File: config.mk
export PLATFORM = sky130hd
export DESIGN_NAME = shift_arbiter
export DESIGN_NICKNAME = d
export VERILOG_FILES = /design/src/rtl/shift_arbiter_pkg.sv /design/src/rtl/shift_arbiter_alu_shift.sv /design/src/rtl/shift_arbiter.sv
export SDC_FILE = /design/constraint.sdc
export NUM_CORES = 1
export LEC_CHECK = 0
export ABC_AREA = 1
export CAP_MARGIN = 20
export CORE_MARGIN = 5
export CORE_UTILIZATION = 54
export DETAILED_ROUTE_END_ITERATION = 16
export PLACE_DENSITY = 0.82
export REMOVE_ABC_BUFFERS = 1
export SLEW_MARGIN = 20
export SYNTH_ARGS = -nofsm -noshare
export SYNTH_HDL_FRONTEND = slang
export SYNTH_SLANG_ARGS = --single-unit
File: constraint.sdc
create_clock -name clk -period 3.3 [get_ports clk]
set_clock_uncertainty 0.05 [all_clocks]
set_input_delay 0.33 -clock clk [delete_from_list [all_inputs] [get_ports clk]]
set_output_delay 0.33 -clock clk [all_outputs]
set_load 0.01 [all_outputs]
File: src/rtl/shift_arbiter_pkg.sv
// Shared ALU function codes and arbiter FSM encodings.
// Included by the ALU, control and the shift arbiter.
package shift_arbiter_pkg;

  localparam logic [5:0] ALU_SLL = 6'b100000;
  localparam logic [5:0] ALU_SRL = 6'b100001;
  localparam logic [5:0] ALU_SRA = 6'b100011;

  typedef enum logic [1:0] {
    S_IDLE = 2'd0,
    S_EXEC = 2'd1,
    S_DONE = 2'd2
  } state_t;

  function automatic logic is_shift(input logic [5:0] f);
    return (f == ALU_SLL) || (f == ALU_SRL) || (f == ALU_SRA);
  endfunction

endpackage

File: src/rtl/shift_arbiter_alu_shift.sv
// Combinational barrel shifter: SLL/SRL/SRA of B by A[4:0].
// Any other function code produces zero.
module ALU_shift
  import shift_arbiter_pkg::*;
(
  input  logic [31:0] A,
  input  logic [31:0] B,
  input  logic [5:0]  ALUFun,
  output logic [31:0] S
);

  // Only the low five bits of A select the shift distance.
  logic w_unused_hi;
  assign w_unused_hi = |A[31:5];

  always_comb begin
    S = 32'h0;
    case (ALUFun)
      ALU_SLL: S = B << A[4:0];
      ALU_SRL: S = B >> A[4:0];
      ALU_SRA: S = $unsigned($signed(B) >>> A[4:0]);
      default: S = 32'h0;
    endcase
  end

endmodule

File: src/rtl/shift_arbiter.sv
// Round-robin arbiter sharing one barrel shifter between EX (port 0)
// and the auxiliary unit (port 1); registered operands, result and done.
module shift_arbiter
  import shift_arbiter_pkg::*;
(
  input  logic        clk,
  input  logic        reset,
  input  logic        req0,
  input  logic        req1,
  input  logic [5:0]  fun0,
  input  logic [5:0]  fun1,
  input  logic [4:0]  a0,
  input  logic [4:0]  a1,
  input  logic [31:0] b0,
  input  logic [31:0] b1,
  output logic        gnt0,
  output logic        gnt1,
  output logic        done0,
  output logic        done1,
  output logic [31:0] result,
  output logic        err
);

  state_t      r_state;
  logic        r_last;
  logic        r_owner;
  logic [5:0]  r_fun;
  logic [4:0]  r_shamt;
  logic [31:0] r_b;
  logic [31:0] r_result;
  logic        r_err;
  logic        r_done0;
  logic        r_done1;

  logic        w_gnt0;
  logic        w_gnt1;
  logic [31:0] w_shift;

  // On a tie the port that was not served last wins.
  assign w_gnt0 = (r_state == S_IDLE) && req0 && (!req1 || r_last);
  assign w_gnt1 = (r_state == S_IDLE) && req1 && (!req0 || !r_last);

  ALU_shift u_alu_shift (
    .A      ({27'b0, r_shamt}),
    .B      (r_b),
    .ALUFun (r_fun),
    .S      (w_shift)
  );

  always_ff @(posedge clk or posedge reset) begin
    if (reset) begin
      r_state  <= S_IDLE;
      r_last   <= 1'b1;
      r_owner  <= 1'b0;
      r_fun    <= 6'h0;
      r_shamt  <= 5'h0;
      r_b      <= 32'h0;
      r_result <= 32'h0;
      r_err    <= 1'b0;
      r_done0  <= 1'b0;
      r_done1  <= 1'b0;
    end else begin
      r_done0 <= 1'b0;
      r_done1 <= 1'b0;
      case (r_state)
        S_IDLE: begin
          if (w_gnt0 || w_gnt1) begin
            r_owner <= w_gnt1;
            r_last  <= w_gnt1;
            r_fun   <= w_gnt1 ? fun1 : fun0;
            r_shamt <= w_gnt1 ? a1 : a0;
            r_b     <= w_gnt1 ? b1 : b0;
            r_state <= S_EXEC;
          end
        end
        S_EXEC: begin
          r_result <= w_shift;
          r_err    <= !is_shift(r_fun);
          r_done0  <= !r_owner;
          r_done1  <= r_owner;
          r_state  <= S_DONE;
        end
        S_DONE:  r_state <= S_IDLE;
        default: r_state <= S_IDLE;
      endcase
    end
  end

  assign gnt0   = w_gnt0;
  assign gnt1   = w_gnt1;
  assign done0  = r_done0;
  assign done1  = r_done1;
  assign result = r_result;
  assign err    = r_err;

endmodule

==> impl_metrics.prom <==
# TYPE chip_impl_metric gauge
chip_impl_metric{name="nets",unit=""} 1323
chip_impl_info{name="tritoncts",value="built"} 1
chip_impl_metric{name="post_synth_instance_area",unit="um2"} 7100
chip_impl_metric{name="seq_area_frac_synth",unit=""} 0.289
chip_impl_info{name="clockRootBuffer",value="clkbuf_16"} 1
chip_impl_info{name="layout_common_cells",value="nand2_1 (389), nand3_1 (298), clkdlybuf4s50_1 (126), o21ai_0 (88), nor2_1 (81)"} 1
chip_impl_metric{name="cts-htree-levels",unit=""} 3
chip_impl_info{name="timing.setup.critical_path_class",value="reg -> out"} 1
chip_impl_metric{name="p_sw",unit="mW"} 5.03
chip_impl_metric{name="core.rowCount",unit=""} 42
chip_impl_metric{name="tightestPinTransition",unit="ns"} 0.954
chip_impl_metric{name="grt_pass1_vias",unit=""} 7638
chip_impl_metric{name="layout_worst_path_cycle_share",unit=""} 0.749
chip_impl_metric{name="routed_via_density",unit=""} 5.91
chip_impl_metric{name="cts_setup_buffers",unit=""} 0
chip_impl_metric{name="timing.slew.headroom",unit=""} 0.364
chip_impl_info{name="timing.critical_path.to_type",value="output port"} 1
chip_impl_metric{name="io_buffers",unit=""} 126
chip_impl_info{name="critPathLaunch",value="r_state[1]$_DFFE_PP0P_"} 1
chip_impl_metric{name="antenna_violating_nets_post_route",unit=""} 0
chip_impl_metric{name="final-max-slew-violation-count",unit=""} 0
chip_impl_metric{name="post_synth_inst_count",unit=""} 1161
chip_impl_info{name="run_status",value="completed"} 1
chip_impl_metric{name="totalWireLength",unit="mm"} 23.9
chip_impl_metric{name="die_area",unit="um2"} 15500
chip_impl_metric{name="number_of_enable_type_register_cells_in_the_synthesized_netlist",unit=""} 0
chip_impl_metric{name="multi_input_gate_area_in_the_final_layout",unit="um2"} 4470
chip_impl_metric{name="ys_warn_count",unit=""} 0
chip_impl_metric{name="synth.ff_latch_count",unit=""} 82
chip_impl_info{name="grt_setup_unrepaired",value="false"} 1
chip_impl_metric{name="peakVddDrop",unit="mV"} 0.949
chip_impl_metric{name="design_area_final",unit="um2"} 8620
chip_impl_metric{name="placement.cell_area",unit="um2"} 8280
chip_impl_metric{name="initial_core_utilization",unit=""} 0.543
chip_impl_metric{name="areaGrowthSynthToFinish",unit="%"} 21.4
chip_impl_metric{name="layout_min_cycle_time",unit="ns"} 2.47
chip_impl_info{name="final_common_cell",value="nand2_1"} 1
chip_impl_metric{name="hpwl_after_dpl",unit="mm"} 17.7
chip_impl_metric{name="p_comb_frac",unit=""} 0.672
chip_impl_metric{name="clock_power_share",unit=""} 0.126
chip_impl_metric{name="grtUsageTotal",unit=""} 0.305
chip_impl_metric{name="cts_hold_buf",unit=""} 0
chip_impl_metric{name="grt_pass1_wl",unit="mm"} 39.0
chip_impl_metric{name="drt_iter0_drc",unit=""} 1024
chip_impl_metric{name="setup_viol",unit=""} 0
chip_impl_metric{name="cp_data_arrival_time",unit="ns"} 2.09
chip_impl_metric{name="placed_cells",unit=""} 1398
chip_impl_metric{name="syn_avg_cell_area",unit="um2"} 6.12
chip_impl_metric{name="antenna_cells",unit=""} 0
chip_impl_metric{name="swShare",unit=""} 0.544
chip_impl_metric{name="proportion_of_synthesized_flip_flops_having_asynchronous_set_or_reset",unit=""} 1.00
chip_impl_metric{name="post_drt_wl_per_cell",unit="um"} 16.9
chip_impl_metric{name="ctsLongestPathBuffers",unit=""} 2
chip_impl_metric{name="antenna_found_initial",unit=""} 0
chip_impl_metric{name="place_congestion",unit=""} 0.998
chip_impl_metric{name="final_cell_count_no_fill",unit=""} 1414
chip_impl_metric{name="yosysUniqueCellTypes",unit=""} 39
chip_impl_metric{name="cap_violations",unit=""} 0
chip_impl_metric{name="clkSinkCount",unit=""} 82
chip_impl_metric{name="drt_first_pass_iters",unit=""} 6
chip_impl_metric{name="post_cts.resized_instances",unit=""} 0
chip_impl_metric{name="n_fill_cell",unit=""} 1251
chip_impl_metric{name="die_h",unit="um"} 125
chip_impl_info{name="holdCritPathClass",value="in -> async"} 1
chip_impl_metric{name="worst-endpoint-required",unit="ns"} 2.92
chip_impl_metric{name="count_of_boundary_i_o_pins",unit=""} 127
chip_impl_metric{name="design_power_total",unit="mW"} 9.25
chip_impl_metric{name="p_per_area",unit="nW/um2"} 1070
chip_impl_metric{name="x_dimension_of_the_die",unit="um"} 125
chip_impl_metric{name="core_region_area",unit="um2"} 13100
chip_impl_info{name="synth-main-ff-cell",value="dfrtp_1"} 1
chip_impl_metric{name="cts_inserted_buffers",unit=""} 9
chip_impl_metric{name="final_total_negative_setup_slack",unit="ns"} 0
chip_impl_metric{name="seq_power_share",unit=""} 0.202
chip_impl_metric{name="crit_fanout",unit=""} 23
chip_impl_metric{name="total_leakage_power",unit="nW"} 4.10
chip_impl_metric{name="grt_overflow_total",unit=""} 0
chip_impl_metric{name="p_int",unit="mW"} 4.22
chip_impl_metric{name="post_route_cells_drive_above_1_share",unit=""} 0.0606
chip_impl_metric{name="clock.fmax",unit="MHz"} 404
chip_impl_metric{name="dr_vias",unit=""} 8357
chip_impl_metric{name="drt_drc_violations_left",unit=""} 0
chip_impl_metric{name="sequential_cell_area",unit="um2"} 2050
chip_impl_info{name="critical_path_source_type",value="register"} 1
chip_impl_metric{name="timing.final.hold_violations",unit=""} 0
chip_impl_metric{name="grt_start_max_net_pins",unit=""} 83
chip_impl_metric{name="clock_latency",unit="ns"} 0.35
chip_impl_info{name="critical_path.reg2reg.startpoint",value="r_shamt[0]$_DFFE_PP0P_"} 1
chip_impl_metric{name="clkTransAtPathRegs",unit="ns"} 0.06
## stage by stage
step           hold slack, ns   util  setup slack [ns]
6_report                0.341  0.659             0.827
5_1_grt                 0.394  0.659             0.703
4_1_cts                 0.360  0.659             0.814
3_5_place_dp            0.379  0.633             0.922
3_3_place_gp            0.361  0.633              1.00
2_1_floorplan           0.353      -            -0.264
## power groups by stage
stage          logic (mW)  clock network (mW)  registers (mW)
3_5_place_dp         6.07                   0            1.87
5_1_grt              6.92                1.21            1.92
6_report             6.21                1.17            1.86
2_1_floorplan        3.85                   0            2.05
3_3_place_gp         6.03                   0            1.86
4_1_cts              6.11                1.18            1.85
## metal layers
layer  share of wire  GRT usage  wire [um]  vias up
li1                -          -          -     4051
met1            0.44      0.431      10600     3829
met2            0.44      0.477      10600      423
met3           0.083     0.0433       1990       54
met4           0.031      0.112        752        0
met5               0          0          0        -
## worst paths after layout
check                                         endpoint  slack, ns  cells after the start
worst max-delay path                              gnt1       0.83                      4
worst min-delay path            r_state[0]$_DFFE_PP0P_       0.34                      3
worst max register to register   result[3]$_DFFE_PP0N_       0.94                     12
worst min register to register         done0$_DFF_PP0_       0.38                      1
max in group asynchronous       r_shamt[1]$_DFFE_PP0P_       2.52                      3
min in group clk                       done0$_DFF_PP0_       0.38                      1
## flip-flops by register name, indices dropped and copies added, names as in the netlist
name,flops
r_b,32
result,32
r_fun,6
r_shamt,5
r_state,2
done0,1
done1,1
err,1
r_last,1
r_owner,1
## synthesized netlist by cell type, types with 2 or more instances
cell type,count,area share
o22ai_1,9,0.0079
o211ai_1,10,0.011
buf_4,12,0.013
inv_2,4,0.0021
nor2_4,3,0.0048
nand4_1,3,0.0026
dfrtp_1,81,0.29
nand3b_1,4,0.0042
o21ai_0,88,0.062
nand2_2,11,0.0097
clkbuf_1,22,0.012
a21oi_1,21,0.015
a21oi_2,4,0.0049
buf_2,36,0.025
o21ai_1,23,0.016
nand3_1,299,0.21
and2_1,5,0.0044
nand2_1,389,0.21
buf_6,8,0.013
nor2_2,7,0.0062
clkinv_1,2,0.0011
inv_1,21,0.011
nand2_4,3,0.0048
nor2_1,81,0.043
## area by class of cell
type	count	share of cell area
clock buffer	10	0.0266
clock inverter	6	0.0134
inverter	28	0.0132
multi-input combinational	970	0.519
sequential	82	0.238
tap	176	0.0255
timing repair buffer	142	0.165
## cell families (layout without fill, tap and decap cells)
group                  count (synthesis)  after routing  synth area share
and+or+nand+nor                      811            811             0.507
AOI/OAI and AO/OA                    159            159             0.122
buffers and inverters                109            186            0.0823
DFF                                   82             82             0.289
## critical path, stage by stage, from the launching register on
cell and delay [ns]:
dfrtp_1 0.39, nor2_1 0.17, nand3_2 0.43, clkinv_1 0.17, clkdlybuf4s50_1 0.57
No activity file was read; power rests on OpenSTA's default activity.
